$ cat config.mk
export PLATFORM = sky130hd
export DESIGN_NAME = dca_write_burst_scheduler
export DESIGN_NICKNAME = d
export VERILOG_FILES = /design/src/rtl/dca_write_burst_scheduler.sv
export SDC_FILE = /design/constraint.sdc
export NUM_CORES = 1
export LEC_CHECK = 0
export ABC_AREA = 1
export CAP_MARGIN = 20
export CORE_MARGIN = 4
export CORE_UTILIZATION = 32
export DETAILED_ROUTE_END_ITERATION = 10
export DONT_BUFFER_PORTS = 1
export PLACE_DENSITY_LB_ADDON = 0.2
export SLEW_MARGIN = 0
export SYNTH_ARGS = -nofsm -noshare
export SYNTH_HDL_FRONTEND = slang
export SYNTH_SLANG_ARGS = --single-unit
$ cat constraint.sdc
create_clock -name clk -period 7.7 [get_ports clk]
set_input_delay 0.385 -clock clk [delete_from_list [all_inputs] [get_ports clk]]
set_output_delay 0.385 -clock clk [all_outputs]
set_load 0.02 [all_outputs]
$ cat src/rtl/dca_write_burst_scheduler.sv
// dca_write_burst_scheduler
// Splits a write command (start address + beat count) into AXI INCR bursts.
// Each burst is offered on the AW channel and, in parallel, as a descriptor
// to the W-beat datapath. Bursts in flight (awaiting B) are counted and
// capped at MAX_OUTSTANDING. The command completes once every B has returned.
// Optional feature macro: DCA_WSCHED_4KB_SPLIT_EN -- when defined, bursts are
// additionally clipped so that none crosses a 4KB address boundary.
module dca_write_burst_scheduler #(
    parameter int BW_ADDR         = 32,
    parameter int BW_AXI_DATA     = 32,
    parameter int MAX_BURST_LEN   = 16,
    parameter int MAX_OUTSTANDING = 4
) (
    input  logic               clk,
    input  logic               rstnn,
    input  logic               cmd_valid,
    output logic               cmd_ready,
    input  logic [BW_ADDR-1:0] cmd_addr,
    input  logic [15:0]        cmd_num_beats,
    output logic               awvalid,
    input  logic               awready,
    output logic [BW_ADDR-1:0] awaddr,
    output logic [7:0]         awlen,
    output logic [2:0]         awsize,
    output logic [1:0]         awburst,
    output logic               txn_valid,
    input  logic               txn_ready,
    output logic [7:0]         txn_alen,
    output logic               txn_last,
    input  logic               bvalid,
    output logic               bready,
    input  logic [1:0]         bresp,
    output logic               busy,
    output logic               done,
    output logic               error
);

    localparam int BYTES_PER_BEAT = BW_AXI_DATA / 8;
    localparam int SIZE_LOG2      = $clog2(BYTES_PER_BEAT);
    localparam int OUT_W          = $clog2(MAX_OUTSTANDING + 1);
    localparam logic [BW_ADDR-1:0] ADDR_LSB_MASK = BW_ADDR'(BYTES_PER_BEAT - 1);

    typedef enum logic [1:0] {
        IDLE  = 2'd0,
        ISSUE = 2'd1,
        DRAIN = 2'd2
    } state_t;

    state_t             state_q, state_d;
    logic [BW_ADDR-1:0] addr_q, addr_d;
    logic [15:0]        rem_q, rem_d;
    logic [OUT_W-1:0]   outst_q, outst_d;
    logic               aw_done_q, aw_done_d;
    logic               txn_done_q, txn_done_d;
    logic               error_q, error_d;

    logic [16:0]        burst_beats;
    logic               can_start;
    logic               aw_fire;
    logic               txn_fire;
    logic               b_fire;
    logic               issue;
`ifdef DCA_WSCHED_4KB_SPLIT_EN
    logic [16:0]        beats_to_4kb;
`endif

    // Size of the current burst: limited by remaining beats, burst cap and (optionally) the 4KB page
    always_comb begin
        burst_beats = {1'b0, rem_q};
        if (burst_beats > 17'(MAX_BURST_LEN)) begin
            burst_beats = 17'(MAX_BURST_LEN);
        end
`ifdef DCA_WSCHED_4KB_SPLIT_EN
        beats_to_4kb = 17'((13'd4096 - {1'b0, addr_q[11:0]}) >> SIZE_LOG2);
        if (burst_beats > beats_to_4kb) begin
            burst_beats = beats_to_4kb;
        end
`endif
    end

    // Next-state, handshake tracking, outstanding count and output decode
    always_comb begin
        state_d    = state_q;
        addr_d     = addr_q;
        rem_d      = rem_q;
        outst_d    = outst_q;
        aw_done_d  = aw_done_q;
        txn_done_d = txn_done_q;
        error_d    = error_q;

        cmd_ready = (state_q == IDLE);
        busy      = (state_q != IDLE);
        done      = 1'b0;
        bready    = (outst_q != '0);
        error     = error_q;

        // A new burst may only be started while there is room for another B;
        // once one side has handshaken, the count can only have dropped.
        can_start = (outst_q < OUT_W'(MAX_OUTSTANDING));
        awvalid   = (state_q == ISSUE) && !aw_done_q && can_start;
        txn_valid = (state_q == ISSUE) && !txn_done_q && can_start;

        // Fields derive only from addr_q/rem_q, which move solely on issue,
        // so they stay stable while either valid is pending.
        awaddr   = addr_q;
        awsize   = 3'(SIZE_LOG2);
        awburst  = 2'b01;
        awlen    = 8'd0;
        txn_alen = 8'd0;
        txn_last = 1'b0;
        if (state_q == ISSUE) begin
            awlen    = 8'(burst_beats - 17'd1);
            txn_alen = 8'(burst_beats - 17'd1);
            txn_last = (burst_beats == {1'b0, rem_q});
        end

        aw_fire  = awvalid && awready;
        txn_fire = txn_valid && txn_ready;
        b_fire   = bvalid && bready;
        issue    = (state_q == ISSUE) && (aw_done_q || aw_fire) && (txn_done_q || txn_fire);

        if (issue && !b_fire) begin
            outst_d = outst_q + OUT_W'(1);
        end else if (!issue && b_fire) begin
            outst_d = outst_q - OUT_W'(1);
        end

        // Errors are recorded but never stop the command
        if (b_fire && (bresp != 2'b00)) begin
            error_d = 1'b1;
        end

        case (state_q)
            IDLE: begin
                if (cmd_valid) begin
                    addr_d     = cmd_addr & ~ADDR_LSB_MASK;
                    rem_d      = cmd_num_beats;
                    error_d    = 1'b0;
                    aw_done_d  = 1'b0;
                    txn_done_d = 1'b0;
                    state_d    = (cmd_num_beats == 16'd0) ? DRAIN : ISSUE;
                end
            end
            ISSUE: begin
                if (issue) begin
                    aw_done_d  = 1'b0;
                    txn_done_d = 1'b0;
                    addr_d     = addr_q + (BW_ADDR'(burst_beats) << SIZE_LOG2);
                    rem_d      = rem_q - burst_beats[15:0];
                    if (txn_last) begin
                        state_d = DRAIN;
                    end
                end else begin
                    if (aw_fire) begin
                        aw_done_d = 1'b1;
                    end
                    if (txn_fire) begin
                        txn_done_d = 1'b1;
                    end
                end
            end
            DRAIN: begin
                if (outst_q == '0) begin
                    done    = 1'b1;
                    state_d = IDLE;
                end
            end
            default: begin
                state_d = IDLE;
            end
        endcase
    end

    // State and datapath registers; reset abandons any command in flight
    always_ff @(posedge clk or negedge rstnn) begin
        if (!rstnn) begin
            state_q    <= IDLE;
            addr_q     <= '0;
            rem_q      <= '0;
            outst_q    <= '0;
            aw_done_q  <= 1'b0;
            txn_done_q <= 1'b0;
            error_q    <= 1'b0;
        end else begin
            state_q    <= state_d;
            addr_q     <= addr_d;
            rem_q      <= rem_d;
            outst_q    <= outst_d;
            aw_done_q  <= aw_done_d;
            txn_done_q <= txn_done_d;
            error_q    <= error_d;
        end
    end

endmodule

# Word level (Yosys, flattened, before mapping)
# Cells that the tools add are included.
[word_totals]
regBits = 56
wordCells = 82
[classes]
reduce_logical = 30
magnitude_cmp = 2
addsub = 5
n_mux = 29
n_eq_ne = 9
[op_table]
columns = ["op", "count"]
rows = [
  ["32-bit 2-to-1 mux", 2],
  ["32-bit case mux with 2 select lines", 1],
  ["16-bit 2-to-1 mux", 3],
  ["32-bit by 18-bit adder with 32-bit output", 1],
  ["16-bit case mux with 2 select lines", 1],
  ["16-bit == test", 1],
  ["16-bit by 5-bit greater-than comparator with 1-bit output (second input constant)", 1],
  ["16-bit logical NOT", 1],
  ["16-bit subtractor", 1],
  ["1-bit logical AND", 12],
  ["1-bit 2-to-1 mux", 11],
  ["2-bit 2-to-1 mux", 5],
  ["3-bit AND reduction", 3],
  ["8-bit 2-to-1 mux", 1],
  ["2-bit inequality test (second input constant)", 4],
  ["2-bit nonzero test", 4],
  ["8-bit by 1-bit subtractor with 8-bit output (second input constant)", 1],
  ["3-bit 2-to-1 mux", 2],
  ["3-bit inequality test (second input constant)", 2],
  ["2-bit case mux with 3 select lines", 1],
  ["1-bit logical NOT", 4],
  ["1-bit case mux with 2 select lines", 2],
  ["4-bit AND reduction", 1],
  ["3-bit by 1-bit adder with 3-bit output (second input constant)", 1],
  ["other kinds (8)", 9],
]

# Depth between registers and ports, before layout
# Gate-level depths: netlist (run 1).
[depth]
word_depth = 11
ltp_mapped = 18

# Worst setup path before layout (run 1)
# No wires, ideal clock.
[synth_timing]
path_type = "register to output"
startpoint = "reg rem_q[10]"
endpoint = "out txn_alen[2]"
arrival_ps = 2262
required_ps = 7315
setup_slack_ps = 5053
path_stages_with_launch = 11
path_cell_list = "dfrtp_1 > nor2_2 > nand2_2 > nor2_8 > nand3_4 > nor2_1 > inv_1 > ha_1 > or2_0 > a21oi_1 > buf_4"
[synth_between]
elab_chain_len = 4
[synth_lines]
columns = ["item", "line", "source"]
rows = [
  ["start: declaration", "51", "logic [15:0] rem_q, rem_d;"],
  ["start signal: assignment", "187", "rem_q <= rem_d;"],
  ["16-bit by 5-bit greater-than comparator with 1-bit output", "70", "if (burst_beats > 17'(MAX_BURST_LEN)) begin"],
  ["16-bit 2-to-1 mux", "70", ""],
  ["8-bit by 1-bit subtractor with 8-bit output", "n/a", ""],
  ["8-bit 2-to-1 mux", "n/a", ""],
  ["end: declaration", "28", "output logic [7:0] txn_alen,"],
]
# No other way between the ends.

# Final worst setup path (run 1)
# Same ends and word-level chain as after synthesis.

==> flow_summary_export.csv, run 1 <==
group,metric,value,unit
outcome,outcome,"completed",
pwr,vdd_drop_max,0.2576,mV
critical_path,worstSetupPathType,"flop to primary output",
timing,post-route-period-util,42.76,%
timing,slew_headroom,29.27,%
layout,drive_above_1_share,6.205,%
synth,synth_edf_count,0,
place,place_worst_setup_slack,4.563,ns
critical_path,required,7.32,ns
critical_path,arrival,2.91,ns
layout,layout.cells.non_filler,873,
critical_path,critical_path.max_stage_delay,0.67,ns
critical_path,r2r_slack,4.61,ns
layout,n_antenna_cell,0,
global_route,grt_overflow,0,
global_route,met2_usage,26.14,%
synth,synth_area,4579,sq um
synth,ys_seq_area_share,29.51,%
critical_path,cp_slowest_cell,"a21oi_1",
synth,synth_cells,700,
place,hpwl,9.896,mm
timing,fmax,303.7,MHz
job,cap_violations,0,
pwr,total_leakage_power,2.283,nW
place,gp_congestion,0.8873,
timing,finalWorstSetupSlack,4.407,ns
layout,area_growth,6.421,%
floorplanning,fp.dieW,127.6,um
critical_path,crit_path_start,"rem_q[10]",
global_route,grt_max_degree,71,
synth,ys_seq_elements,54,
timing,hold_ws,0.2278,ns
cts,cts_tree,"yes",
layout,fin_nets,767,
critical_path,path_cells,"nor2_2 -> nand2_2 -> nor2_8 -> nand3_4 -> nor2_1 -> inv_1 -> ha_1 -> or2_0 -> a21oi_1",
synth,synthFlopType,"dfrtp_1",
timing,fin_skew,0.01274,ns
drt,ant_nets,0,
drt,firstDrtPassIters,5,
critical_path,cp-start-kind,"flop",
layout,final_cell_area,4873,sq um
critical_path,crit_path_end_kind,"primary output",
drt,vias_per_cell,5.152,
global_route,grt_first_pass_wirelength,21.90,mm
timing,tightest_slew,1.056,ns
cts,cts_max_level,2,
global_route,track_usage,16.47,%
floorplanning,die_h,127.6,um
critical_path,path_delay_family,"simple AND/OR/NAND/NOR gates",
drt,drt_iter0_drc,271,
critical_path,crit_fanout,10,
synth,post-synth-top-area-fraction,29.51,%
global_route,grt_pass1_vias,4354,
drt,dr_total_vias,4498,
synth,ys_types,43,
timing,final.setup.tns,0,ns
critical_path,r2r_start,"state_q[1]",
floorplanning,die_area,16290,sq um
drt,drc,0,
synth,synth_area_leaders,"dfrtp_1 (30%), nand2_1 (14%), nor2_1 (8.4%), nand3_1 (5.6%), inv_1 (5.3%)",
synth,synth.largest_area_cell,"dfrtp_1",
pwr,p_total,2.068,mW
cts,root_buffer,"clkbuf_16",
floorplanning,initial_core_util,32.86,%
synth,avgSynthCellArea,6.542,sq um
critical_path,r2r-end,"rem_q[5]",
timing,grt_setup_unrepaired,"false",
timing,hold_viol,0,
critical_path,crit_cells,9,
synth,async_reset_ff_share,100.0,%
layout,post-route-util,34.97,%
synth,synth_most_common_cell,"nand2_1",
global_route,grt_util_met1,22.16,%
floorplanning,rows,43,
pwr,power_density,424.4,nW/um^2
drt,post_drt_wl_per_cell,15.29,um
floorplanning,core_area,13930,sq um
min_path,holdCritPathClass,"primary input to flop",
global_route,antenna_found_initial,0,
timing,period_needed,3.293,ns
global_route,met3_usage,5.184,%
place,placedCellCount,863,
drt,routed_wl,13.35,mm
cts,cts_buffers,5,
place,io_buffer_count,0,
timing,slew_violations,0,
cts,clk_latency,0.31,ns
synth,ys_warn_count,0,
floorplanning,io_pins,117,
synth,synth_commonest_cells,"nand2_1 (169), nor2_1 (103), inv_1 (65)",
critical_path,critPathBufInv,1,
critical_path,critPathCapture,"txn_alen[2]",
timing,setup_viol,0,
critical_path,r2r_cells,10,
place,place_area,4662,sq um
cts,post_cts.repair.setup_buffers,0,
cts,clkSinkCount,54,
global_route,grt-busiest-layer,"met2",
cts,clkTransAtPathRegs,0.08,ns
layout,n_fill_cell,1559,
cts,clk_path_buf_depth,2,
[flip-flops by register name, indices dropped and copies added (netlist names)]
name        flops
error           1
aw_done_q       1
outst_q         3
rem_q          16
awaddr         30
txn_done_q      1
state_q         2
[where the power goes]
| group | total (mW) | switching [mW] | internal, mW |
|---|---|---|---|
| Combinational | 1.08 | 0.737 | 0.345 |
| Sequential | 0.706 | 0.282 | 0.423 |
| Clock | 0.281 | 0.124 | 0.156 |
[what timing repair did]
| item | CTS | global route |
|---|---|---|
| endpoints found under the hold margin | 54 | 0 |
| resized for setup | 0 | 0 |
| hold buffers | 2 | 0 |
[worst min-delay path by stage]
stage                startpoint    endpoint  cells after the start
3_3_place_gp              rstnn  awaddr[25]                      0
2_1_floorplan             rstnn   aw_done_q                      0
5_1_grt             cmd_addr[6]   awaddr[6]                      2
4_1_cts        cmd_num_beats[0]    rem_q[0]                      2
6_report       cmd_num_beats[0]    rem_q[0]                      2
3_5_place_dp              rstnn  awaddr[24]                      0
[metal layers]
metal | part of all wire [%] | vias up | wire length, um
li1 | - | 2252 | -
met1 | 47 | 2104 | 6209
met2 | 45 | 132 | 5961
met3 | 7.8 | 10 | 1036
met4 | 1.0 | 0 | 140
met5 | 0 | - | 0
[cell type report]
type	instances	area, sq um	share of cell area [%]
multi-input cells	555	2796	57.38
flip-flops and latches	54	1351	27.73
well taps	180	225.2	4.621
inverters	71	266.5	5.469
clock inverters	3	48.80	1.001
clock buffers	5	125.1	2.567
repair buffers	5	60.06	1.232
[cell families after synthesis]
logic type                 after synthesis  synth area share [%]
other                                    2                0.1640
DFF                                     54                 29.51
xor gates and xnor gates                12                 2.295
and+or+nand+nor                        388                 37.49
muxes                                    1                0.2459
adders and majority gates               19                 5.519
AOI/OAI and AO/OA                      118                 14.13
buffers and inverters                  106                 10.66
[layout by cell type (no fill, tap or decap), drive strengths merged, types with 2 or more instances in the layout]
| cell | Yosys | routed |
|---|---|---|
| nand4 | 16 | 16 |
| a31oi | 7 | 7 |
| o21ai | 59 | 59 |
| ha | 17 | 17 |
| nand3b | 2 | 2 |
| a21oi | 36 | 36 |
| a21o | 3 | 3 |
| or2 | 5 | 5 |
| xor2 | 8 | 8 |
| xnor2 | 4 | 4 |
| o22ai | 3 | 3 |
| inv | 71 | 72 |
| o211ai | 5 | 5 |
| nor4 | 5 | 5 |
| nand2 | 178 | 178 |
| buf | 27 | 4 |
| nor3 | 16 | 16 |
| fa | 2 | 2 |
| dfrtp | 54 | 54 |
| nor2 | 111 | 111 |
| o21a | 2 | 2 |
| conb | 2 | 17 |
| nand3 | 55 | 55 |
| clkbuf | 8 | 5 |
No activity file was read; power rests on OpenSTA's default activity.
==> run 2, diff against run 1 <==
- clock period: 7.7 -> 3.1 ns (I/O delays scaled with it)
==> flow_summary_export.csv, run 2 (synthesis results as in run 1) <==
group,metric,value,unit
layout,n_antenna_cell,0,
outcome,outcome,"completed",
critical_path,crit_fanout,5,
critical_path,r2r-end,"awaddr[27]",
critical_path,critPathCapture,"awaddr[27]",
global_route,grt_overflow,0,
critical_path,arrival,2.96,ns
timing,post-route-period-util,89.36,%
timing,final.setup.tns,0,ns
pwr,total_leakage_power,2.342,nW
drt,post_drt_wl_per_cell,15.01,um
min_path,hp-start,"cmd_addr[3]",
layout,layout_common_cells,"nand2_1 (169), nor2_1 (103), inv_1 (65)",
global_route,grt_first_pass_wirelength,22.10,mm
cts,cts_buffers,5,
drt,firstDrtPassIters,4,
timing,hold_ws,0.01111,ns
floorplanning,core_area,13930,sq um
critical_path,required,3.29,ns
pwr,vdd_drop_max,0.7046,mV
cts,cts_tree,"yes",
pwr,seqPwrFrac,33.9,%
timing,hold_viol,0,
global_route,track_usage,16.56,%
min_path,holdCritPathClass,"primary input to flop",
pwr,clkPwrFrac,13.1,%
global_route,grt_pass1_vias,4473,
layout,final_common_cell,"nand2_1",
drt,dr_total_vias,4446,
pwr,p_switching,2.809,mW
pwr,sw_frac_of_total,54.49,%
critical_path,r2r_cells,16,
critical_path,r2r_slack,0.33,ns
timing,slew_headroom,44.58,%
timing,fin_skew,0.004174,ns
layout,final_cell_area,4954,sq um
drt,routed_wl,13.24,mm
drt,drt_iter0_drc,187,
pwr,power_density,1041,nW/um^2
cts,clk_path_buf_depth,2,
cts,post_cts.repair.setup_buffers,0,
place,place_worst_setup_slack,0.2182,ns
pwr,p_total,5.155,mW
critical_path,path_cells,"nor2_2 -> nand2_2 -> nor2_8 -> nand3_2 -> ha_1 -> inv_1 -> o21ai_0 -> nor2_1 -> nand2_1 -> nand2_1 -> nand2_1 -> nand2_1 -> nand2_1 -> a21oi_1 -> o21ai_0 -> nand2_1",
floorplanning,die_h,127.6,um
layout,largest_register_ffs,30,
drt,drc,0,
timing,setup_viol,0,
timing,finalWorstSetupSlack,0.3298,ns
timing,slew_violations,0,
critical_path,worstSetupPathType,"flop to flop",
layout,drive_above_1_share,7.692,%
timing,tightest_slew,0.8301,ns
place,gp_congestion,0.8826,
critical_path,cp_common_cell,"nand2_1",
place,io_buffer_count,0,
pwr,comb_power_share,53.0,%
cts,clkTransAtPathRegs,0.07,ns
critical_path,critical_path.max_stage_delay,0.43,ns
critical_path,crit_path_end_kind,"flop",
cts,clkSinkCount,54,
pwr,internal_power,2.346,mW
drt,ant_nets,0,
global_route,antenna_found_initial,0,
place,hpwl,9.913,mm
cts,cts_max_level,2,
cts,root_buffer,"clkbuf_16",
floorplanning,io_pins,117,
timing,fmax,361.0,MHz
place,place_area,4737,sq um
floorplanning,fp.dieW,127.6,um
critical_path,cp-start-kind,"flop",
layout,area_growth,8.169,%
drt,vias_per_cell,5.041,
timing,grt_setup_unrepaired,"false",
critical_path,crit_path_start,"rem_q[6]",
floorplanning,initial_core_util,32.86,%
global_route,grt_max_degree,71,
timing,period_needed,2.770,ns
floorplanning,die_area,16290,sq um
job,cap_violations,0,
layout,fin_nets,777,
floorplanning,rows,43,
critical_path,cp_slowest_cell,"dfrtp_1",
cts,clk_latency,0.30,ns
critical_path,r2r_start,"rem_q[6]",
-- run 2: worst max-delay path, delay by kind of cell (launching register included) --
| kind | cells | cell delay [ns] |
|---|---|---|
| fa+ha+maj | 1 | 0.38 |
| compound gates | 3 | 0.45 |
| flops | 1 | 0.43 |
| simple gates | 11 | 1.36 |
| buf+inv | 1 | 0.05 |
-- run 2: layout make-up --
cell class	count	area (sq um)
multi-input combinational	555	2806
fill	1514	8981
tap	180	225.2
clock buffer	6	138.9
inverter	71	266.5
timing repair buffer	15	135.1
sequential	54	1351
clock inverter	1	30.03
-- run 2: how the worst min path moves through the flow --
stage,end,slack [ns],cells after the start
after CTS,awaddr[3],0.0006,2
after global routing,awaddr[6],0.009,2
after global placement,awaddr[24],-0.14,0
after detailed placement,awaddr[25],-0.14,0
final,awaddr[3],0.01,2
after floorplan,aw_done_q,-0.14,0
-- run 2: through the flow --
step / instances / util (%)
after floorplan: 715 / -
after global placement: 873 / 33.99
after detailed placement: 873 / 33.99
after CTS: 882 / 35.48
after global routing: 882 / 35.55
final: 882 / 35.55
-- run 2: power by group through the flow --
| stage | Combinational, mW | Clock, mW | Sequential [mW] |
|---|---|---|---|
| 6_report | 2.73 | 0.677 | 1.75 |
| 5_1_grt | 3.18 | 0.725 | 1.82 |
| 4_1_cts | 2.72 | 0.704 | 1.76 |
| 3_5_place_dp | 2.69 | 0 | 1.77 |
| 3_3_place_gp | 2.65 | 0 | 1.76 |
| 2_1_floorplan | 2.25 | 0 | 1.63 |
-- run 2: what timing repair did --
| action | in CTS | in global routing |
|---|---|---|
| hold endpoints to repair | 54 | 0 |
| resized for setup | 0 | 2 |
| hold buffers | 2 | 0 |
| endpoints found under the setup margin | 0 | 4 |
-- run 2: routing by layer --
layer	track usage, %	wire [um]	vias to the layer above
li1	-	-	2264
met1	22.41	6229	2048
met2	26.60	5805	119
met3	4.097	1012	15
met4	4.120	191	0
met5	0	0	-
==> run 3, diff against run 2 <==
- CORE_UTILIZATION: 32 -> 50
==> flow_summary_export.csv, run 3 (synthesis results as in run 1) <==
group,metric,value,unit
critical_path,arrival,3.07,ns
drt,drt_iter0_drc,273,
critical_path,r2r-end,"awaddr[27]",
layout,n_fill_cell,901,
cts,clkTransAtPathRegs,0.10,ns
critical_path,cp_common_cell,"nand2_1",
timing,slew_headroom,45.22,%
place,gp_congestion,0.9435,
global_route,grt_pass1_vias,4115,
critical_path,r2r_start,"rem_q[6]",
drt,ant_nets,0,
global_route,grt_max_degree,71,
layout,area_growth,6.284,%
pwr,vdd_drop_max,0.9420,mV
floorplanning,rows,34,
timing,slew_violations,0,
critical_path,critPathBufInv,0,
place,io_buffer_count,0,
critical_path,required,3.30,ns
min_path,hp-start,"cmd_num_beats[0]",
drt,routed_wl,11.83,mm
outcome,outcome,"completed",
min_path,min_to,"rem_q[0]",
critical_path,path_delay_family,"simple AND/OR/NAND/NOR gates",
floorplanning,initial_core_util,52.00,%
drt,firstDrtPassIters,5,
critical_path,cp_slowest_cell,"dfrtp_1",
layout,n_antenna_cell,0,
layout,final_cell_area,4867,sq um
pwr,seqPwrFrac,34.8,%
critical_path,cp-start-kind,"flop",
layout,layout_common_cells,"nand2_1 (169), nor2_1 (103), inv_1 (65)",
drt,dr_total_vias,4453,
timing,tightest_slew,0.8205,ns
cts,root_buffer,"clkbuf_8",
timing,hold_viol,0,
layout,largest_register_ffs,30,
place,hpwl,8.818,mm
cts,cts_max_level,2,
layout,fin_nets,779,
pwr,total_leakage_power,2.328,nW
pwr,power_density,1028,nW/um^2
critical_path,crit_path_end_kind,"flop",
min_path,whs_path_depth,2,
cts,clk_path_buf_depth,2,
pwr,p_switching,2.736,mW
timing,fmax,347.8,MHz
pwr,comb_power_share,53.8,%
global_route,track_usage,21.33,%
pwr,internal_power,2.266,mW
timing,period_needed,2.875,ns
critical_path,critical_path.max_stage_delay,0.45,ns
drt,drc,0,
floorplanning,core_area,8806,sq um
cts,clk_latency,0.31,ns
timing,final.setup.tns,0,ns
layout,layout.cells.non_filler,813,
floorplanning,io_pins,117,
layout,drive_above_1_share,7.518,%
critical_path,crit_fanout,5,
floorplanning,die_area,10750,sq um
global_route,antenna_found_initial,0,
global_route,grt_overflow,0,
timing,setup_viol,0,
timing,grt_setup_unrepaired,"false",
timing,fin_skew,0.007850,ns
floorplanning,fp.dieW,103.7,um
cts,cts_tree,"yes",
timing,hold_ws,0.008990,ns
layout,final_common_cell,"nand2_1",
critical_path,path_cells,"nor2_2 -> nand2_2 -> nor2_8 -> nand3_4 -> nor2_1 -> ha_1 -> nand2_1 -> a21oi_1 -> nor2_1 -> nand2_1 -> nand2_1 -> nand2_1 -> nand2_1 -> nand2_1 -> a21oi_1 -> o21ai_0 -> nand2_1",
timing,post-route-period-util,92.74,%
place,place_area,4617,sq um
global_route,grt_first_pass_wirelength,19.36,mm
cts,clkSinkCount,54,
min_path,holdCritPathClass,"primary input to flop",
drt,vias_per_cell,5.477,
job,cap_violations,0,
floorplanning,die_h,103.7,um
cts,cts_buffers,5,
drt,post_drt_wl_per_cell,14.56,um
place,placedCellCount,797,
critical_path,r2r_cells,17,
pwr,clkPwrFrac,11.4,%
critical_path,r2r_slack,0.22,ns
pwr,sw_frac_of_total,54.69,%
critical_path,worstSetupPathType,"flop to flop",
-- run 3: cell types whose count changed in the layout (fill, tap and decap cells not counted), moves of 4 or more --
cell           before  now
buf_4              13    9
clkbuf_16           5    0
dlygate4sd3_1       1    7
clkbuf_8            1    5
-- run 3: per-stage QoR --
step	power, mW	setup slack, ns	util [%]
after floorplan	3.873	0.6180	-
after global placement	4.303	0.3215	52.43
after detailed placement	4.380	0.2263	52.43
after CTS	4.995	0.1748	55.10
after global routing	5.497	0.01590	55.27
final	5.002	0.2249	55.27
-- run 3: timing repair --
action,4_1_cts,5_1_grt
hold buffers,8,0
endpoints found under the setup margin,0,4
setup buffers,0,0
gates resized for setup,0,4
hold endpoints to repair,60,0
-- run 3: final cells by class --
| cell class | count | area (sq um) | area share [%] |
|---|---|---|---|
| flip-flops and latches | 54 | 1351 | 27.76 |
| repair buffers | 17 | 165.2 | 3.393 |
| clock inverters | 3 | 68.82 | 1.414 |
| inverters | 71 | 266.5 | 5.476 |
| well taps | 108 | 135.1 | 2.776 |
| clock buffers | 5 | 68.82 | 1.414 |
| multi-input cells | 555 | 2811 | 57.76 |
-- run 3: how the worst max path moves through the flow --
| stage | start | end | slack (ns) | cells past startpoint |
|---|---|---|---|---|
| after CTS | rem_q[6] | awaddr[27] | 0.17 | 16 |
| after global placement | rem_q[6] | awaddr[27] | 0.32 | 16 |
| after detailed placement | rem_q[6] | awaddr[27] | 0.23 | 16 |
| final | rem_q[6] | awaddr[27] | 0.22 | 17 |
| after floorplan | rem_q[10] | awaddr[26] | 0.62 | 16 |
| after global routing | rem_q[6] | awaddr[26] | 0.02 | 16 |
-- run 3: worst reg2reg max path, cell delays in order, from the launching register on --
cell and delay [ns]:
dfrtp_1 0.45, nor2_2 0.17, nand2_2 0.13, nor2_8 0.18, nand3_4 0.10, nor2_1 0.26, ha_1 0.22, nand2_1 0.07
a21oi_1 0.19, nor2_1 0.06, nand2_1 0.10, nand2_1 0.06, nand2_1 0.18, nand2_1 0.12, nand2_1 0.16, a21oi_1 0.09
o21ai_0 0.16, nand2_1 0.06
-- run 3: layer usage --
layer | up-vias | wire (um) | global-route usage, %
li1 | 2272 | - | -
met5 | - | 0 | 0
met1 | 2018 | 5591 | 29.54
met2 | 151 | 5195 | 34.53
met4 | 0 | 106 | 3.324
met3 | 12 | 941 | 5.224
-- run 3: power by group through the flow --
stage	combinational (mW)	sequential [mW]	clock (mW)
after global routing	3.08	1.79	0.623
after CTS	2.66	1.74	0.594
after floorplan	2.25	1.63	0
after detailed placement	2.62	1.75	0
after global placement	2.56	1.74	0
final	2.69	1.74	0.569
